**src/rtl/control_sequencer.sv**
```systemverilog
// Fetch/execute sequencer for the 16-bit bus processor: owns the IR and drives every datapath strobe.
// Optional HALT_INSTR_EN: opcode F enters an absorbing HALT state (otherwise it runs as a NOP).
module control_sequencer #(
  parameter int DATA_W   = 16,
  parameter int NUM_REGS = 4
) (
  input  logic                clk,
  input  logic                reset,
  input  logic                run,
  input  logic [DATA_W-1:0]   instr,
  output logic [DATA_W-1:0]   ir,
  output logic                pc_in,
  output logic                done,
  output logic                ext_out,
  output logic [NUM_REGS-1:0] reg_in,
  output logic [NUM_REGS-1:0] reg_out,
  output logic                a_in,
  output logic                g_in,
  output logic                g_out,
  output logic [1:0]          alu_op,
  output logic                busy,
  output logic                halted
);

  localparam logic [2:0] S_IDLE  = 3'd0;
  localparam logic [2:0] S_FETCH = 3'd1;
  localparam logic [2:0] S_T1    = 3'd2;
  localparam logic [2:0] S_T2    = 3'd3;
  localparam logic [2:0] S_T3    = 3'd4;
`ifdef HALT_INSTR_EN
  localparam logic [2:0] S_HALT  = 3'd5;
`endif

  localparam logic [3:0] OP_LOAD = 4'h1;
  localparam logic [3:0] OP_MOV  = 4'h2;
  localparam logic [3:0] OP_ADD  = 4'h3;
  localparam logic [3:0] OP_SUB  = 4'h4;
  localparam logic [3:0] OP_JMP  = 4'h5;
`ifdef HALT_INSTR_EN
  localparam logic [3:0] OP_HALT = 4'hF;
`endif

  logic [2:0]          state;
  logic [2:0]          state_next;
  logic [3:0]          opcode;
  logic [NUM_REGS-1:0] rx_sel;
  logic [NUM_REGS-1:0] ry_sel;

  assign opcode = ir[15:12];
  assign rx_sel = NUM_REGS'(1) << ir[11:10];
  assign ry_sel = NUM_REGS'(1) << ir[9:8];

  always_ff @(posedge clk or posedge reset) begin
    if (reset) begin
      state <= S_IDLE;
      ir    <= '0;
    end else begin
      state <= state_next;
      if (state == S_FETCH)
        ir <= instr;
    end
  end

  // Every instruction-completing step returns to FETCH directly so back-to-back instructions have no bubble.
  always_comb begin
    state_next = state;
    case (state)
      S_IDLE:  state_next = run ? S_FETCH : S_IDLE;
      S_FETCH: state_next = S_T1;
      S_T1: begin
        if (opcode == OP_ADD || opcode == OP_SUB)
          state_next = S_T2;
`ifdef HALT_INSTR_EN
        else if (opcode == OP_HALT)
          state_next = S_HALT;
`endif
        else
          state_next = run ? S_FETCH : S_IDLE;
      end
      S_T2:    state_next = S_T3;
      S_T3:    state_next = run ? S_FETCH : S_IDLE;
`ifdef HALT_INSTR_EN
      S_HALT:  state_next = S_HALT;
`endif
      default: state_next = S_IDLE;
    endcase
  end

  always_comb begin
    pc_in   = 1'b0;
    done    = 1'b0;
    ext_out = 1'b0;
    reg_in  = '0;
    reg_out = '0;
    a_in    = 1'b0;
    g_in    = 1'b0;
    g_out   = 1'b0;
    alu_op  = 2'b00;
    busy    = (state != S_IDLE);
    halted  = 1'b0;
`ifdef HALT_INSTR_EN
    halted  = (state == S_HALT);
`endif
    case (state)
      S_T1: begin
        case (opcode)
          OP_LOAD: begin
            ext_out = 1'b1;
            reg_in  = rx_sel;
            done    = 1'b1;
          end
          OP_MOV: begin
            reg_out = ry_sel;
            reg_in  = rx_sel;
            done    = 1'b1;
          end
          OP_ADD, OP_SUB: begin
            reg_out = rx_sel;
            a_in    = 1'b1;
          end
          OP_JMP: begin
            ext_out = 1'b1;
            pc_in   = 1'b1;
            done    = 1'b1;
          end
`ifdef HALT_INSTR_EN
          OP_HALT: done = 1'b0;
`endif
          default: done = 1'b1;
        endcase
      end
      S_T2: begin
        reg_out = ry_sel;
        g_in    = 1'b1;
        alu_op  = (opcode == OP_SUB) ? 2'b01 : 2'b00;
      end
      S_T3: begin
        g_out  = 1'b1;
        reg_in = rx_sel;
        done   = 1'b1;
      end
      default: ;
    endcase
  end

endmodule

```
**config.mk**
```make
export PLATFORM = sky130hd
export DESIGN_NAME = control_sequencer
export DESIGN_NICKNAME = d
export VERILOG_FILES = /design/src/rtl/control_sequencer.sv
export SDC_FILE = /design/constraint.sdc
export NUM_CORES = 1
export LEC_CHECK = 0
export CORE_MARGIN = 5
export CORE_UTILIZATION = 40
export CTS_CLUSTER_DIAMETER = 50
export DETAILED_ROUTE_END_ITERATION = 8
export DONT_BUFFER_PORTS = 1
export PLACE_DENSITY = 0.65
export SYNTH_ARGS = -nofsm -noshare
export SYNTH_HDL_FRONTEND = slang
export SYNTH_SLANG_ARGS = --single-unit
```
**constraint.sdc**
```tcl
create_clock -name clk -period 3.02 [get_ports clk]
set_input_delay 0.302 -clock clk [delete_from_list [all_inputs] [get_ports clk]]
set_output_delay 0.302 -clock clk [all_outputs]
set_load 0.02 [all_outputs]
```
Yosys cells after proc, flatten, opt, wreduce, memory -nomap -nowiden
Cells that the tools add are included.
{"block": "totals", "ff_bits": 19, "inputBits": 19, "output_inout_bits": 34, "wordCells": 39}
{"block": "op_classes", "eq_ne": 9, "n_shift": 2, "muxes": 19, "n_reduce_logical": 7}
{"operator": "$pmux 4 s2", "n": 3}
{"operator": "$mux 1", "n": 12}
{"operator": "$pmux 3 s4", "n": 1}
{"operator": "$eq 4x2->1 const B", "n": 2}
{"operator": "$eq 4x3->1 const B", "n": 2}
{"operator": "$reduce_or 2->1", "n": 4}
{"operator": "$shl 1x2->4 const A", "n": 2}
{"operator": "$eq 3x2->1 const B", "n": 2}
{"operator": "$eq 4x1->1 const B", "n": 1}
{"operator": "$mux 4", "n": 1}
{"operator": "$eq 3x1->1 const B", "n": 1}
{"operator": "$eq 3x3->1 const B", "n": 1}
{"operator": "$logic_not 3->1", "n": 1}
{"operator": "$reduce_bool 3->1", "n": 1}
{"operator": "$mux 2", "n": 1}
{"operator": "$pmux 1 s2", "n": 1}
{"operator": "$logic_or 1x1->1", "n": 1}

Logic depth before layout (Yosys ltp)
Gate-level depths: netlist of run 1.
{"block": "logic_depth", "word_depth": 4, "ltp_mapped": 5, "mapped_depth_nobuf": 3}

Least setup slack after synthesis of run 1
OpenSTA, ideal clock, no wires.
{"block": "synth_path", "path_type": "reg2out", "startpoint": "reg state[1]", "endpoint": "out reg_in[0]", "t_arrival_ps": 1921, "required_time_ps": 2718, "path_slack_ps": 797, "stages_incl_launch_ff": 5, "n_path_buf": 1, "path_cell_list": "dfrtp_1 buf_4 nor3b_1 a31oi_1 a211oi_1"}
{"block": "synth_via", "elab_chain_cells": 2, "elab_cells_between_ends": 3, "classes_between": "eq/ne (2); mux (1)"}
{"element": "start, declared", "line": "43", "rtl": "logic [2:0] state;"}
{"element": "start signal, assigned", "line": "58", "rtl": "state <= state_next;"}
{"element": "$eq 3x3->1 / $eq 3x2->1 (equally long branches)", "line": "104", "rtl": "case (state)"}
{"element": "$pmux 4 s2 *", "line": "104"}
{"element": "end, declared", "line": "15", "rtl": "output logic [NUM_REGS-1:0] reg_in,"}
Mark *: on every way between the ends. The rest lies on a longest branch, timed or not.

Final worst setup path of run 1
{"block": "layout_path", "startpoint": "reg ir[14]", "endpoint": "out a_in"}
{"block": "layout_via", "elab_chain_cells": 4, "elab_cells_between_ends": 5, "classes_between": "eq/ne (2); mux (2); reduce/logical (1)"}
{"element": "start, declared", "line": "11", "rtl": "output logic [DATA_W-1:0] ir,"}
{"element": "start signal, assigned", "line": "60", "rtl": "ir <= instr;"}
{"element": "$eq 4x2->1 / $eq 4x3->1 (equally long branches)", "line": "106", "rtl": "case (opcode)"}
{"element": "$reduce_or 2->1 *", "line": "106"}
{"element": "$mux 1 *", "line": "106"}
{"element": "$mux 1 *", "line": "104"}
{"element": "end, declared", "line": "17", "rtl": "output logic a_in,"}
Marks and branches as above.

==> results.yml, run 1 <==
run_status:
  status: "finished, violations left"
  violations: "negative hold slack"
worst_hold_path:
  hold_path_class: "in -> async"
place:
  placed_cells: 124
  place.gp.congestion: 0.8341
  dp_slack_ns: 0.8049
  io_buffers: 0
  placed_area_um2: 1076
  dp_hpwl_mm: 1.830
logic_synthesis:
  ys_types: 30
  async_flop_share: 1.000
  ys_ff_latch: 19
  syn_avg_cell_area_um2: 11.09
  yosysSeqAreaShare: 0.4612
  netlist_instances: 93
  synthFlopType: "dfrtp_1"
  ys_warn_count: 0
  netlist_area_um2: 1031
  synth_edf_count: 0
clock_tree:
  tritoncts: "built"
  cts.repair.resized: 0
  cts.sinks: 19
  cts_buffers: 3
  clock-root-buffer: "clkbuf_4"
  clk_pin_slew_ns: 0.11
  clk_latency_ns: 0.30
  cts.htree.levels: 1
  postCtsSetupBuffers: 0
  clk_path_buf_depth: 2
  postCtsHoldBufs: 0
setup_path:
  cp_top_family: "simple AND/OR/NAND/NOR gates"
  r2r_start: "state[0]"
  crit_path_end_kind: "output port"
  crit_chain: "nor3b_1 -> o21bai_1 -> nor3_1"
  path_class: "reg -> out"
  r2r_slack_ns: 1.13
  worst-path-buf-inv: 0
  crit_path_top_delay_cell: "nor3b_1"
  cp.required_ns: 2.72
  worstPathArrival_ns: 2.25
  slowest_delay_ns: 0.60
  rr_worst_depth: 4
  r2r_end: "ir[4]"
  critPathLaunchType: "flip-flop"
  cp_max_fo: 8
routing:
  viasPerCell: 6.070
  drtIter0Drc: 43
  first_pass_iters: 4
  wl_per_cell_um: 18.52
  antenna_left: 0
  drc: 0
  drt-total-wl_mm: 2.370
  via_count: 777
floorplan:
  rows: 18
  dieArea_um2: 3693
  initial_core_util: 0.4162
  core_area_um2: 2477
  chipWidth_um: 60.77
  die_y_um: 60.77
  ios: 53
power:
  power_leakage_nw: 0.4422
  powerDensity_nw_per_um2: 1138
  peakVddDrop_uv: 594.2
  finalPower_mw: 1.254
sta:
  rsz0062_at_grt: "no"
  tightest_slew_ns: 0.7214
  slew_headroom: 0.5185
  finalCritPeriodShare: 0.8458
  drv_slew: 0
  fin_tns_setup_ns: 0
  finalHoldViolCount: 3
  finClkSkew_ns: 0.003553
  max_freq_ghz: 0.3915
  hold_ws_ns: -0.001042
  final.setup.worst_slack_ns: 0.4656
  setup-violations-final: 0
  period_needed_ns: 2.554
global_route:
  grt_usage: 0.1368
  first_global_vias: 815
  overflow: 0
  antenna_found_initial: 0
  grt_first_pass_wirelength_mm: 3.774
  grt_max_degree: 20
final_layout:
  nNetsFinal: 118
  drive_above_1_share: 0.3061
  fill_cells: 247
  finalNonFillerCells: 128
  fin_area_um2: 1102
  antenna-diode-count: 0
  syn2layout_area_growth_pct: 6.918
flow_run:
  maxCapViolCount: 0
[cell usage in the layout (no fill, tap or decap), types with 2 or more instances in the layout]
cell       netlist  layout
mux2_2          16      16
o211ai_1         2       2
a211oi_1         4       4
o2111ai_1        4       4
buf_4            4       7
a21oi_1          6       6
conb_1           1       2
inv_1            4       4
clkbuf_4         0       3
o21ai_0          3       3
nor2_1           5       5
nor3b_1          2       2
nand2b_1         3       3
nor2b_1          2       2
dfrtp_1         19      19
nor3_1           2       2
[cell usage after synthesis, types with 2 or more instances]
master	n	area, µm²
nor3b_1	2	15.01
mux2_2	16	180.2
o211ai_1	2	15.01
a21oi_1	6	30.03
a211oi_1	4	30.03
nor3_1	2	10.01
o2111ai_1	4	35.03
nand2b_1	3	18.77
clkbuf_1	2	7.510
buf_4	4	30.03
dfrtp_1	19	475.5
nor2b_1	2	12.51
inv_1	4	15.01
nor2_1	5	18.77
o21ai_0	3	15.01
[registers in the layout, indices dropped and copies added, names as in the netlist]
register,flops
state,3
ir,16
[cell families after synthesis]
group | Yosys count | share of synthesized area
AND/OR/NAND/NOR | 23 | 0.1481
flip-flops | 19 | 0.4612
AO/OA/AOI/OAI | 23 | 0.1505
other | 1 | 0.003637
multiplexers | 16 | 0.1748
buffers and inverters | 11 | 0.06189
[how the worst max path moves through the flow]
stage	startpoint	end	slack [ns]	cells after the start
floorplan	state[1]	reg_in[0]	0.80	4
global placement	ir[14]	a_in	0.88	3
detailed placement	ir[14]	a_in	0.80	3
CTS	ir[14]	a_in	0.46	3
global route	ir[14]	a_in	0.14	3
finish	ir[14]	a_in	0.47	3
[worst reg2reg max path: cells and delay by family (launching register included)]
family / cells / cell delay [ns]
and+or+nand+nor: 1 / 0.41
DFF: 1 / 0.59
buffers and inverters: 2 / 0.44
muxes: 1 / 0.35
[where the power goes]
group          leakage, nW  internal, mW  total [mW]  switching (mW)
clock               0.0150        0.0514       0.129          0.0777
combinational        0.202         0.208       0.437           0.229
sequential           0.225         0.374       0.688           0.314
[metal layers]
metal,GRT usage,share of wire,vias up
met5,0,0,-
met4,0.07121,0.012,0
met3,0.04468,0.12,3
met2,0.2183,0.46,45
met1,0.1640,0.41,380
li1,-,-,349
[through the flow]
| stage | hold WS [ns] | util |
|---|---|---|
| floorplan | 0.2531 | - |
| global placement | 0.3339 | 0.4343 |
| detailed placement | 0.3608 | 0.4343 |
| CTS | 0.02217 | 0.4449 |
| global route | 0.04953 | 0.4449 |
| finish | -0.001042 | 0.4449 |
[cell type report]
type,instances,area [µm²],share of cell area
Timing Repair Buffer,7,52.55,0.04767
Inverter,4,15.01,0.01362
Multi-Input combinational cell,64,495.5,0.4495
Sequential cell,19,475.5,0.4313
Clock buffer,4,26.28,0.02384
Tap cell,30,37.54,0.03405
No activity file was read; power rests on OpenSTA's default activity.
==> run 2, diff against run 1 <==
--- a/config.mk
+++ b/config.mk
@@ -5,6 +5,7 @@
 export SDC_FILE = /design/constraint.sdc
 export NUM_CORES = 1
 export LEC_CHECK = 0
+export ABC_AREA = 1
 export CORE_MARGIN = 5
 export CORE_UTILIZATION = 40
 export CTS_CLUSTER_DIAMETER = 50
==> constraint.sdc (replaced) <==
create_clock -name clk -period 2.4 [get_ports clk]
set_input_delay 0.24 -clock clk [delete_from_list [all_inputs] [get_ports clk]]
set_output_delay 0.24 -clock clk [all_outputs]
set_load 0.02 [all_outputs]
==> results.yml, run 2 <==
place:
  io_buffers: 0
  place.gp.congestion: 0.7828
  placed_area_um2: 1129
  placed_cells: 177
  dp_hpwl_mm: 1.934
logic_synthesis:
  ys_ff_latch: 19
  synthFlopType: "dfrtp_1"
  synth_top_area_share: 0.4148
  yosysSeqAreaShare: 0.4148
  synth_area_leader_cell: "dfrtp_1"
  netlist_instances: 151
  netlist_area_um2: 1146
  synth_area_leaders: "dfrtp_1, nand2_1, inv_1"
  ys_warn_count: 0
  ys_types: 19
  syn_avg_cell_area_um2: 7.590
  synth_edf_count: 0
  async_flop_share: 1.000
  synth.most_common_cell: "nand2_1"
  synth_common_cells: "nand2_1, inv_1, nor2_1"
sta:
  rsz0062_at_grt: "no"
  max_freq_ghz: 0.5191
  drv_slew: 0
  finClkSkew_ns: 0.001294
  setup-violations-final: 0
  tightest_slew_ns: 0.7046
  finalCritPeriodShare: 0.8026
  period_needed_ns: 1.926
  finalHoldViolCount: 0
  slew_headroom: 0.5298
  fin_tns_setup_ns: 0
worst_hold_path:
  hold_path_depth: 2
  hold_path_class: "in -> reg"
setup_path:
  rr_worst_depth: 4
  critPathLaunchType: "flip-flop"
  worstPathArrival_ns: 1.69
  slowest_delay_ns: 0.52
  crit_path_top_delay_cell: "nor3_1"
  cp_max_fo: 3
  path_class: "reg -> out"
  cp.required_ns: 2.16
  crit_chain: "inv_1 -> nor2_1 -> nand2_1 -> nor3_1"
  crit_path_end_kind: "output port"
clock_tree:
  clock-root-buffer: "clkbuf_4"
  clk_pin_slew_ns: 0.10
  clk_latency_ns: 0.28
  cts.repair.resized: 0
  tritoncts: "built"
  cts_buffers: 3
  cts.htree.levels: 1
  clk_path_buf_depth: 2
  cts.sinks: 19
routing:
  drt-total-wl_mm: 2.393
  drtIter0Drc: 76
  wl_per_cell_um: 13.15
  via_count: 937
  viasPerCell: 5.148
  antenna_left: 0
  first_pass_iters: 4
  drc: 0
floorplan:
  core_area_um2: 2758
  rows: 19
  chipWidth_um: 63.53
  die_y_um: 63.53
  initial_core_util: 0.4156
  dieArea_um2: 4036
  ios: 53
global_route:
  antenna_found_initial: 0
  grt_first_pass_wirelength_mm: 3.960
  grt_max_degree: 34
  overflow: 0
  first_global_vias: 870
  grt_usage: 0.1191
final_layout:
  final_core_util: 0.4224
  finalNonFillerCells: 182
  syn2layout_area_growth_pct: 1.638
  fill_cells: 274
  final_common_cell: "nand2_1"
  final_cell_mix: "nand2_1, inv_1, nor2_1, dfrtp_1, nand3_1"
  fin_area_um2: 1165
  drive_above_1_share: 0.1656
  reg_top3: "ir (16), state (3)"
  largest_reg_flops: 16
  nNetsFinal: 171
  regMostFlops: "ir"
  antenna-diode-count: 0
flow_run:
  maxCapViolCount: 0
power:
  peakVddDrop_uv: 712.1
  power_leakage_nw: 0.6379
  powerDensity_nw_per_um2: 1448
run_status:
  status: "finished, final reports clean"
[run 2: worst max-delay path: cells and delay by family (launching register included)]
kind	cells	cell delay [ns]
and+or+nand+nor	3	0.81
buffers and inverters	1	0.10
DFF	1	0.49
[run 2: final timing paths]
kind                       slack (ns)     start        end
setup / recovery                 0.47    ir[14]  alu_op[0]
setup reg to reg                 1.06  state[1]      ir[8]
hold reg to reg                  0.61  state[2]   state[2]
hold / removal                   0.08  instr[4]      ir[4]
max in group asynchronous        1.46     reset     ir[10]
min in group asynchronous        0.50     reset      ir[2]
[run 2: timing repair]
item,CTS,global route
hold buffers,1,0
endpoints found under the hold margin,19,0
buffers inserted,0,0
[run 2: cell families (layout without fill, tap and decap cells)]
logic type	Yosys count	count (layout)	synth area share
other cells	1	2	0.003272
buf+inv	33	32	0.1408
flops	19	19	0.4149
compound gates	18	18	0.1321
simple gates	80	80	0.3090
[run 2: area by class of cell]
cell class / count / area, µm² / share of cell area
Multi-Input combinational cell: 100 / 513.0 / 0.4404
Inverter: 27 / 101.3 / 0.08700
Tap cell: 31 / 38.79 / 0.03330
Clock buffer: 4 / 26.28 / 0.02256
Timing Repair Buffer: 1 / 10.01 / 0.008593
Sequential cell: 19 / 475.5 / 0.4082
[run 2: metrics by stage]
stage          setup slack, ns  total power, mW  hold WS (ns)
2_1_floorplan           0.9555            1.469        0.1911
3_3_place_gp            0.8396            1.510        0.2758
3_5_place_dp            0.8037            1.549        0.2928
4_1_cts                 0.4630            1.711       0.06279
5_1_grt                 0.3345            1.828       0.04510
6_report                0.4738            1.686       0.07669
[run 2: metal layers]
metal / vias up / wire length, µm / track usage
li1: 459 / - / -
met1: 414 / 915 / 0.1303
met2: 60 / 1106 / 0.1992
met3: 4 / 359 / 0.05861
met4: 0 / 12 / 0.03896
met5: - / 0 / 0
[run 2: where the power goes]
group	leakage [nW]	internal (mW)	switching [mW]	total [mW]
sequential	0.227	0.471	0.319	0.790
combinational	0.396	0.217	0.522	0.740
clock	0.0150	0.0645	0.0917	0.156
total	0.638	0.753	0.934	1.69
==> run 3, diff against run 2 <==
--- a/config.mk
+++ b/config.mk
@@ -5,7 +5,7 @@
 export SDC_FILE = /design/constraint.sdc
 export NUM_CORES = 1
 export LEC_CHECK = 0
-export ABC_AREA = 1
+export ABC_AREA = 0
 export CORE_MARGIN = 5
 export CORE_UTILIZATION = 40
 export CTS_CLUSTER_DIAMETER = 50
==> constraint.sdc (replaced) <==
create_clock -name clk -period 1.9 [get_ports clk]
set_input_delay 0.19 -clock clk [delete_from_list [all_inputs] [get_ports clk]]
set_output_delay 0.19 -clock clk [all_outputs]
set_load 0.02 [all_outputs]
==> results.yml, run 3 (same netlist as run 1, synthesis figures left out) <==
sta:
  slew_headroom: 0.5379
  drv_slew: 0
  hold_ws_ns: 0.01845
  max_freq_ghz: 0.5029
  finClkSkew_ns: 0.0007666
  finalHoldViolCount: 0
  rsz0062_at_grt: "yes"
  fin_tns_setup_ns: -0.4410
  period_needed_ns: 1.989
  setup-violations-final: 8
  tightest_slew_ns: 0.6924
  finalCritPeriodShare: 1.047
  final.setup.worst_slack_ns: -0.08853
place:
  dp_hpwl_mm: 1.917
  io_buffers: 0
  placed_area_um2: 1201
  dp_slack_ns: 0.1787
  placed_cells: 140
  place.gp.congestion: 0.8039
routing:
  antenna_left: 0
  viasPerCell: 5.588
  first_pass_iters: 4
  drc: 0
  drt-total-wl_mm: 2.544
  wl_per_cell_um: 17.19
  drtIter0Drc: 19
  via_count: 827
worst_hold_path:
  hp-start: "run"
  hold_path_class: "in -> reg"
  holdPathEnd: "state[0]"
  hold_path_depth: 2
floorplan:
  chipWidth_um: 60.77
  initial_core_util: 0.4162
  dieArea_um2: 3693
  ios: 53
  core_area_um2: 2477
  rows: 18
  die_y_um: 60.77
run_status:
  status: "finished, violations left"
  violations: "negative setup slack"
final_layout:
  fin_area_um2: 1351
  final_cell_mix: "buf_4, dfrtp_1, mux2_2, nor2_1"
  nNetsFinal: 138
  regMostFlops: "ir"
  drive_above_1_share: 0.5508
  reg_top3: "ir (16), state (3)"
  largest_reg_flops: 16
  finalNonFillerCells: 148
  final_core_util: 0.5455
  syn2layout_area_growth_pct: 31.07
  final_common_cell: "buf_4"
  antenna-diode-count: 0
setup_path:
  cp_max_fo: 6
  critPathLaunchType: "flip-flop"
  worstPathArrival_ns: 1.80
  r2r_slack_ns: 0.36
  r2r_end: "ir[12]"
  r2r_start: "state[0]"
  rr_worst_depth: 5
  cp.required_ns: 1.71
  path_class: "reg -> out"
  crit_path_end_kind: "output port"
power:
  finalPower_mw: 2.339
  peakVddDrop_uv: 1093
  powerDensity_nw_per_um2: 1731
  power_leakage_nw: 0.5639
clock_tree:
  cts.sinks: 19
  clk_pin_slew_ns: 0.10
  cts_buffers: 3
  clk_path_buf_depth: 2
  clock-root-buffer: "clkbuf_4"
  cts.htree.levels: 1
  tritoncts: "built"
  clk_latency_ns: 0.29
global_route:
  grt_first_pass_wirelength_mm: 3.864
  antenna_found_initial: 0
  overflow: 0
  grt_max_degree: 20
  first_global_vias: 835
  grt_usage: 0.1398
flow_run:
  maxCapViolCount: 0
## run 3: report_power, final
| part | internal [mW] | switching (mW) | leakage, nW |
|---|---|---|---|
| sequential | 0.599 | 0.392 | 0.224 |
| combinational | 0.545 | 0.605 | 0.322 |
| clock | 0.0783 | 0.120 | 0.0177 |
## run 3: worst max path at each step
| stage | cells past startpoint | slack, ns | from | to |
|---|---|---|---|---|
| after floorplan | 3 | -0.11 | ir[15] | reg_in[0] |
| after global placement | 5 | 0.21 | ir[15] | reg_in[2] |
| after detailed placement | 4 | 0.18 | state[2] | reg_in[1] |
| after CTS | 4 | -0.07 | ir[15] | reg_in[1] |
| after global routing | 4 | -0.18 | ir[13] | reg_in[2] |
| final | 6 | -0.09 | ir[15] | reg_out[3] |
## run 3: timing repair
item                                    CTS  global route
cloned                                    0             0
hold endpoints to repair                 19             0
gates resized for setup                   9            13
pin swaps                                 6             4
hold buffers                              1             0
setup buffers                             2             1
endpoints found under the setup margin    8            10
## run 3: critical path: stages, from the launching register on
cell and delay (ns):
dfrtp_1 0.40, buf_6 0.15, nor4b_4 0.34, buf_4 0.20
o211ai_1 0.08, a21oi_1 0.16, buf_4 0.16
## run 3: metal layers
metal,up-vias,wire length [µm],part of all wire,GRT usage
met5,-,0,0,0
met4,0,0,0,0.04644
met3,0,338,0.13,0.05319
met2,43,1232,0.48,0.2336
met1,395,973,0.38,0.1651
li1,389,-,-,-
## run 3: area by class of cell
cell class | count | area [µm²]
Tap cell | 30 | 37.54
Clock inverter | 1 | 5.005
Clock buffer | 3 | 22.52
Timing Repair Buffer | 27 | 216.5
Sequential cell | 19 | 476.7
Multi-Input combinational cell | 64 | 578.1
Fill cell | 224 | 1126
Inverter | 4 | 15.01
